### src/rtl/alu_req_arbiter_pkg.sv
// Shared types and sizing helpers for the ALU request arbiter.
// Build option: ALU_ARB_FIXED_PRIO_EN selects fixed priority (index 0 wins).
package alu_arb_pkg;

    typedef enum logic [1:0] {
        ST_IDLE = 2'd0,
        ST_WAIT = 2'd1,
        ST_RESP = 2'd2
    } arb_state_t;

    localparam int NB_DATA_DEF = 4;
    localparam int NB_OP_DEF   = 6;
    localparam int N_REQ_DEF   = 2;
    localparam int ALU_LAT_DEF = 1;

    localparam int CNT_W = $clog2(ALU_LAT_DEF + 1);
    localparam int IDX_W = $clog2(N_REQ_DEF);

    function automatic int cnt_width(input int lat);
        return $clog2(lat + 1);
    endfunction

    // Keeps index vectors at least one bit wide.
    function automatic int idx_width(input int n);
        return (n < 2) ? 1 : $clog2(n);
    endfunction

endpackage

### src/rtl/alu_req_arbiter_if.sv
// Requester-side bundle: request and response valid/ready channels.
// master = requesters, slave = arbiter.
interface alu_req_arbiter_if #(
    parameter int N_REQ   = 2,
    parameter int NB_DATA = 4,
    parameter int NB_OP   = 6
);

    logic [N_REQ-1:0]         req_valid;
    logic [N_REQ-1:0]         req_ready;
    logic [N_REQ*NB_DATA-1:0] req_datoA;
    logic [N_REQ*NB_DATA-1:0] req_datoB;
    logic [N_REQ*NB_OP-1:0]   req_op;
    logic [N_REQ-1:0]         rsp_valid;
    logic [N_REQ-1:0]         rsp_ready;
    logic [NB_DATA-1:0]       rsp_data;

    modport master (
        output req_valid,
        output req_datoA,
        output req_datoB,
        output req_op,
        output rsp_ready,
        input  req_ready,
        input  rsp_valid,
        input  rsp_data
    );

    modport slave (
        input  req_valid,
        input  req_datoA,
        input  req_datoB,
        input  req_op,
        input  rsp_ready,
        output req_ready,
        output rsp_valid,
        output rsp_data
    );

endinterface

### src/rtl/alu_req_arbiter_rr_grant.sv
// Combinational rotating priority pick: first valid at or above
// i_ptr, wrapping modulo N_REQ; one-hot grant plus its index.
module rr_grant
    import alu_arb_pkg::*;
#(
    parameter int N_REQ = 2,
    parameter int IW    = 1
) (
    input  logic [N_REQ-1:0] i_valid,
    input  logic [IW-1:0]    i_ptr,
    output logic [N_REQ-1:0] o_grant,
    output logic [IW-1:0]    o_idx,
    output logic             o_any
);

    logic [IW-1:0] w_k;

    always_comb begin
        o_grant = '0;
        o_idx   = '0;
        o_any   = 1'b0;
        w_k     = '0;
        for (int i = 0; i < N_REQ; i++) begin
            w_k = IW'((int'(i_ptr) + i) % N_REQ);
            if (!o_any && i_valid[w_k]) begin
                o_grant[w_k] = 1'b1;
                o_idx        = w_k;
                o_any        = 1'b1;
            end
        end
    end

endmodule

### src/rtl/alu_req_arbiter.sv
// Shares one registered ALU between N_REQ requesters, one transaction at a time.
// Build option: ALU_ARB_FIXED_PRIO_EN makes index 0 always highest priority.
module alu_req_arbiter
    import alu_arb_pkg::*;
#(
    parameter int NB_DATA = 4,
    parameter int NB_OP   = 6,
    parameter int N_REQ   = 2,
    parameter int ALU_LAT = 1
) (
    input  logic               clk,
    input  logic               i_rst_n,
    alu_req_arbiter_if.slave   bus,
    output logic [NB_DATA-1:0] o_alu_datoA,
    output logic [NB_DATA-1:0] o_alu_datoB,
    output logic [NB_OP-1:0]   o_alu_op,
    input  logic [NB_DATA-1:0] i_alu_result,
    output logic               o_busy
);

    localparam int CW = cnt_width(ALU_LAT);
    localparam int IW = idx_width(N_REQ);

    arb_state_t         r_state;
    arb_state_t         w_next;
    logic [CW-1:0]      r_cnt;
    logic [IW-1:0]      r_idx;
    logic [NB_DATA-1:0] r_alu_a;
    logic [NB_DATA-1:0] r_alu_b;
    logic [NB_OP-1:0]   r_alu_op;
    logic [NB_DATA-1:0] r_rsp_data;
    logic [N_REQ-1:0]   r_rsp_valid;

    logic [N_REQ-1:0]   w_grant;
    logic [IW-1:0]      w_idx;
    logic               w_any;
    logic [IW-1:0]      w_ptr;
    logic               w_accept;
    logic               w_done;
    logic               w_rsp_ack;
    logic [N_REQ-1:0]   w_win_oh;

    assign w_accept  = (r_state == ST_IDLE) && w_any;
    assign w_done    = (r_state == ST_WAIT) && (r_cnt == '0);
    assign w_rsp_ack = (r_state == ST_RESP) && bus.rsp_ready[r_idx];

`ifdef ALU_ARB_FIXED_PRIO_EN
    assign w_ptr = '0;
`else
    logic [IW-1:0] r_ptr;

    always_ff @(posedge clk or negedge i_rst_n) begin
        if (!i_rst_n) begin
            r_ptr <= '0;
        end else if (w_rsp_ack) begin
            r_ptr <= (r_idx == IW'(N_REQ - 1)) ? '0 : r_idx + IW'(1);
        end
    end

    assign w_ptr = r_ptr;
`endif

    rr_grant #(
        .N_REQ (N_REQ),
        .IW    (IW)
    ) u_grant (
        .i_valid (bus.req_valid),
        .i_ptr   (w_ptr),
        .o_grant (w_grant),
        .o_idx   (w_idx),
        .o_any   (w_any)
    );

    always_ff @(posedge clk or negedge i_rst_n) begin
        if (!i_rst_n) begin
            r_state <= ST_IDLE;
        end else begin
            r_state <= w_next;
        end
    end

    always_comb begin
        w_next = r_state;
        unique case (r_state)
            ST_IDLE: if (w_any)     w_next = ST_WAIT;
            ST_WAIT: if (w_done)    w_next = ST_RESP;
            ST_RESP: if (w_rsp_ack) w_next = ST_IDLE;
            default:                w_next = ST_IDLE;
        endcase
    end

    // Ready is masked during reset so nothing looks accepted while held.
    always_comb begin
        bus.req_ready = '0;
        o_busy        = 1'b1;
        if (r_state == ST_IDLE) begin
            o_busy = 1'b0;
            if (i_rst_n) begin
                bus.req_ready = w_grant;
            end
        end
    end

    always_comb begin
        w_win_oh        = '0;
        w_win_oh[r_idx] = 1'b1;
    end

    always_ff @(posedge clk or negedge i_rst_n) begin
        if (!i_rst_n) begin
            r_cnt    <= '0;
            r_idx    <= '0;
            r_alu_a  <= '0;
            r_alu_b  <= '0;
            r_alu_op <= '0;
        end else if (w_accept) begin
            r_cnt    <= CW'(ALU_LAT);
            r_idx    <= w_idx;
            r_alu_a  <= bus.req_datoA[w_idx*NB_DATA +: NB_DATA];
            r_alu_b  <= bus.req_datoB[w_idx*NB_DATA +: NB_DATA];
            r_alu_op <= bus.req_op[w_idx*NB_OP +: NB_OP];
        end else if ((r_state == ST_WAIT) && !w_done) begin
            r_cnt <= r_cnt - CW'(1);
        end
    end

    always_ff @(posedge clk or negedge i_rst_n) begin
        if (!i_rst_n) begin
            r_rsp_data  <= '0;
            r_rsp_valid <= '0;
        end else if (w_done) begin
            r_rsp_data  <= i_alu_result;
            r_rsp_valid <= w_win_oh;
        end else if (w_rsp_ack) begin
            r_rsp_valid <= '0;
        end
    end

    assign o_alu_datoA   = r_alu_a;
    assign o_alu_datoB   = r_alu_b;
    assign o_alu_op      = r_alu_op;
    assign bus.rsp_valid = r_rsp_valid;
    assign bus.rsp_data  = r_rsp_data;

endmodule

### src/flat_wrapper.sv
// flat-port wrapper written by rule: the top's interface ports become plain ports
module alu_req_arbiter_flat import alu_arb_pkg::*;
#(
    parameter int NB_DATA = 4,
    parameter int NB_OP   = 6,
    parameter int N_REQ   = 2,
    parameter int ALU_LAT = 1
)
  (clk, i_rst_n, o_alu_datoA, o_alu_datoB, o_alu_op, i_alu_result, o_busy, bus_req_valid, bus_req_datoA, bus_req_datoB, bus_req_op, bus_rsp_ready, bus_req_ready, bus_rsp_valid, bus_rsp_data);
  alu_req_arbiter_if #(.N_REQ(N_REQ), .NB_DATA(NB_DATA), .NB_OP(NB_OP)) bus_i ();
  input  logic clk;
  input  logic i_rst_n;
  output logic [NB_DATA-1:0] o_alu_datoA;
  output logic [NB_DATA-1:0] o_alu_datoB;
  output logic [NB_OP-1:0] o_alu_op;
  input  logic [NB_DATA-1:0] i_alu_result;
  output logic o_busy;
  input wire logic [$bits(bus_i.req_valid)-1:0] bus_req_valid;
  input wire logic [$bits(bus_i.req_datoA)-1:0] bus_req_datoA;
  input wire logic [$bits(bus_i.req_datoB)-1:0] bus_req_datoB;
  input wire logic [$bits(bus_i.req_op)-1:0] bus_req_op;
  input wire logic [$bits(bus_i.rsp_ready)-1:0] bus_rsp_ready;
  output wire logic [$bits(bus_i.req_ready)-1:0] bus_req_ready;
  output wire logic [$bits(bus_i.rsp_valid)-1:0] bus_rsp_valid;
  output wire logic [$bits(bus_i.rsp_data)-1:0] bus_rsp_data;
  assign bus_i.req_valid = bus_req_valid;
  assign bus_i.req_datoA = bus_req_datoA;
  assign bus_i.req_datoB = bus_req_datoB;
  assign bus_i.req_op = bus_req_op;
  assign bus_i.rsp_ready = bus_rsp_ready;
  assign bus_req_ready = bus_i.req_ready;
  assign bus_rsp_valid = bus_i.rsp_valid;
  assign bus_rsp_data = bus_i.rsp_data;
  alu_req_arbiter #(.NB_DATA(NB_DATA), .NB_OP(NB_OP), .N_REQ(N_REQ), .ALU_LAT(ALU_LAT)) u_core (.clk(clk), .i_rst_n(i_rst_n), .bus(bus_i), .o_alu_datoA(o_alu_datoA), .o_alu_datoB(o_alu_datoB), .o_alu_op(o_alu_op), .i_alu_result(i_alu_result), .o_busy(o_busy));
endmodule
### config.mk
export PLATFORM = sky130hd
export DESIGN_NAME = alu_req_arbiter_flat
export DESIGN_NICKNAME = d
export VERILOG_FILES = /design/src/rtl/alu_req_arbiter_pkg.sv /design/src/rtl/alu_req_arbiter_if.sv /design/src/rtl/alu_req_arbiter_rr_grant.sv /design/src/rtl/alu_req_arbiter.sv /design/src/flat_wrapper.sv
export SDC_FILE = /design/constraint.sdc
export NUM_CORES = 1
export LEC_CHECK = 0
export ABC_AREA = 1
export CAP_MARGIN = 20
export CORE_MARGIN = 3
export CORE_UTILIZATION = 50
export DETAILED_ROUTE_END_ITERATION = 8
export DONT_BUFFER_PORTS = 1
export GPL_TIMING_DRIVEN = 0
export PLACE_DENSITY_LB_ADDON = 0.3
export SLEW_MARGIN = 10
export SYNTH_ARGS = -nofsm -noshare
export SYNTH_HDL_FRONTEND = slang
export SYNTH_SLANG_ARGS = --single-unit
### constraint.sdc
create_clock -name clk -period 1 [get_ports clk]
set_input_delay 0.2 -clock clk [delete_from_list [all_inputs] [get_ports clk]]
set_output_delay 0.2 -clock clk [all_outputs]
set_load 0.005 [all_outputs]
==> impl_results.md <==
* Status: finished with violations
* Failing checks: setup timing
* Initial antenna violation count at 0
* Critical Path RT at between 1000 and 1500 ps
* Mapped Area at roughly 1300 sq um
* Pre-CTS setup slack at -254.3 ps
* Leakage power at about 0.85 nW
* Setup TNS at -6566 ps
* Pwr Density at about 2800 nW/um^2
* Synth area leader: dfrtp_1
* Clock Path Buffers at 2
* Worst Hold Margin at 69.22 ps
* Vias at ~1.1k
* Distinct cells, synth at 18
* Largest stage delay, worst path at 440 ps
* DRC viols at 0
* Count of final setup violators at 28
* Mapped Nets at 204
* Vias in the first global route at between 1k and 1.5k
* CP delay by family, top: flip-flops
* Layout overhead on the synthesized area at 21.52%
* Non-filler cells, final at 214
* Die W at 56.70 um
* Slew @ Worst Pin at approximately 220 ps
* Max Freq at 755.2 MHz
* All-Layer GR Usage at a little over a fifth
* Starting Density at roughly 55%
* IO buf count at 0
* Worst r2r src: u_core.r_state[1]
* Drt total wl at roughly 3200 um
* Root buffer cell: clkbuf_4
* Minimum clock period at roughly 1300 ps
* # IOs at 61
* Top-area cell type share of the netlist area at 48.69%
* Setup repair after global routing missed its margin: true
* Post-synth EDFFs at 0
* Max VDD drop at 1.854 mV
* Sequential-to-total area share from yosys stat at 48.69%
* Core Box Area at roughly 2300 sq um
* Clock transition at the registers of the reported paths at between 100 and 150 ps
* Nets at between 200 and 250
* Relative max-transition margin at a little under nine tenths
* Primary FF master, synth: dfrtp_1
* Worst hold path class: input port to flip-flop
* Post-synth top cells: 78 x nand2_1, 25 x dfrtp_1, 18 x nand3_1
* Routed vias/inst at ~5.2
* Htree depth at 1
* Worst Hold Launch: bus_req_op[5]
* Ys Warns at 0
* Clock Latency Late Sink at just over 300 ps
* Placed Cells at about 190
* First-pass GRT wire length at around 5300 um
* Most frequent cell after synthesis: nand2_1
* Busiest metal layer after global routing: met2
* Yosys reg bits at 25
* TritonCTS clock tree: built
* Drt wl/cell at ~15 um
* Max-cap violations at 0
* Utilization after layout at between 60% and 70%
* Row count at 17
* Async SR Flop Fraction at 100.0%
* CP startpoint: u_core.r_state[1]
* Synth top area cells: dfrtp_1 49%, nand2_1 23%, nand3_1 7.0%
* Post-DP HPWL at ~2100 um
* Post-route clock skew at around 1.2 ps
* Final slew viol count at 0
* Critical-path maximum fanout at 10
* Crit path launch type: flip-flop
* Worst path slowest cell: dfrtp_1
* Worst Setup Slack, final at -324.2 ps
* DR iter-0 viols at 66
* RD Place Congestion at about 0.8
* Clock sinks at 25
* Gr ovfl total at 0
* Final worst path period share at 132.4%
* Met1 usage in global routing at 25.87%
* Synth Area per Inst at a little under 8 sq um
* CTS buffer count at 3
* Final Hold Fails at 0
* Critical path, cell by cell: nor2_4 > buf_4 > inv_4 > nor2_8 > inv_6 > buf_4 > nand2_1 > nand2_1
* Post-synthesis cell count at 166
* M2 GR Usage at roughly 35%
* ANT cells at 0
* DIE HEIGHT at about 57 um
* Crit path capture type: flip-flop
* Final ANT Viol Nets at 0
* Worst EP arrival at 1550 ps
* Bufs and invs on worst path at 4
* Kind of critical path: flip-flop to flip-flop
* Largest net degree at the start of global routing at 26
* Die area at ~3200 sq um
* Ratio of cells with drive above 1 in the final layout at a little over a fifth
* Drt first pass iters at 4
* GRT met3 Usage at under 10%
[placed cells by master, fill, tap and decap left out]
master          n
o21ai_1         1
dfrtp_1        25
nand3b_1        9
inv_2           1
nand3_1        17
inv_1          12
inv_6           1
buf_4          12
nand2_4         3
buf_8           1
inv_4           3
nor2_8          1
buf_6           2
nand2_1        76
buf_12          1
nor2_4          5
nand3_2         1
dlygate4sd3_1   5
clkbuf_4        3
clkinv_2        1
a21oi_2         1
buf_2           1
o21ai_0         2
nand2_2         2
[cell type report]
class                   instances  area, sq um
plain buffers                   6        57.56
well taps                      28        35.03
flip-flops and latches         25        625.6
clock buffers                   3        22.52
clock inverters                 1        5.005
repair buffers                 16        145.1
inverters                      17        76.32
multi-input cells             118        594.3
fillers                       188        757.0
[final timing paths]
kind / end / slack, ps / cells after the start
hold / removal: u_core.o_alu_op[5] / 70 / 4
max in group asynchronous: u_core.o_alu_op[5] / 550 / 2
setup / recovery: u_core.o_alu_datoB[3] / -320 / 8
min in group asynchronous: u_core.o_alu_datoB[3] / 300 / 2
setup reg to reg: u_core.o_alu_datoB[3] / -320 / 8
hold reg to reg: u_core.r_state[0] / 510 / 2
[where the power goes]
group          switching, mW  internal [mW]  total [mW]
clock                  0.304          0.150       0.454
sequential             0.396           1.51        1.90
combinational           1.12          0.852        1.98
total                   1.83           2.51        4.33
[kinds of logic after synthesis]
group / synth area share [%]
AO/OA/AOI/OAI: 1.557
buffers and inverters: 8.861
flip-flops: 48.69
AND/OR/NAND/NOR: 40.90
[layer usage]
layer  wire (um)  vias to the layer above
met5           0                        -
met4          36                        0
met3         224                        4
met2        1634                       49
met1        1260                      501
li1            -                      552
[flip-flops by register name, indices dropped and copies added (netlist names)]
register,count
u_core.o_alu_op,6
u_core.bus.rsp_data,4
u_core.o_alu_datoB,4
u_core.bus.rsp_valid,2
u_core.r_cnt,1
u_core.r_ptr,1
u_core.o_alu_datoA,4
u_core.r_state,2
u_core.r_idx,1
[worst reg2reg max path, cell delays in order (launching register included)]
cell and delay, ps:
dfrtp_1 440, nor2_4 150, buf_4 130, inv_4 50, nor2_8 150, inv_6 70
buf_4 150, nand2_1 50, nand2_1 50
[stage by stage]
step	power [mW]	cell area, sq um
3_3_place_gp	3.300	1328
3_5_place_dp	3.393	1328
5_1_grt	4.718	1562
2_1_floorplan	3.027	1292
6_report	4.334	1562
4_1_cts	4.288	1544
[repair_timing]
item,in CTS,in global routing
cloned,1,0
endpoints found under the hold margin,29,0
setup buffers,8,1
hold buffers,6,0
pin swaps,4,3
endpoints found under the setup margin,26,28
resized for setup,16,4
Note: power is estimated with default switching activity, not from simulation.
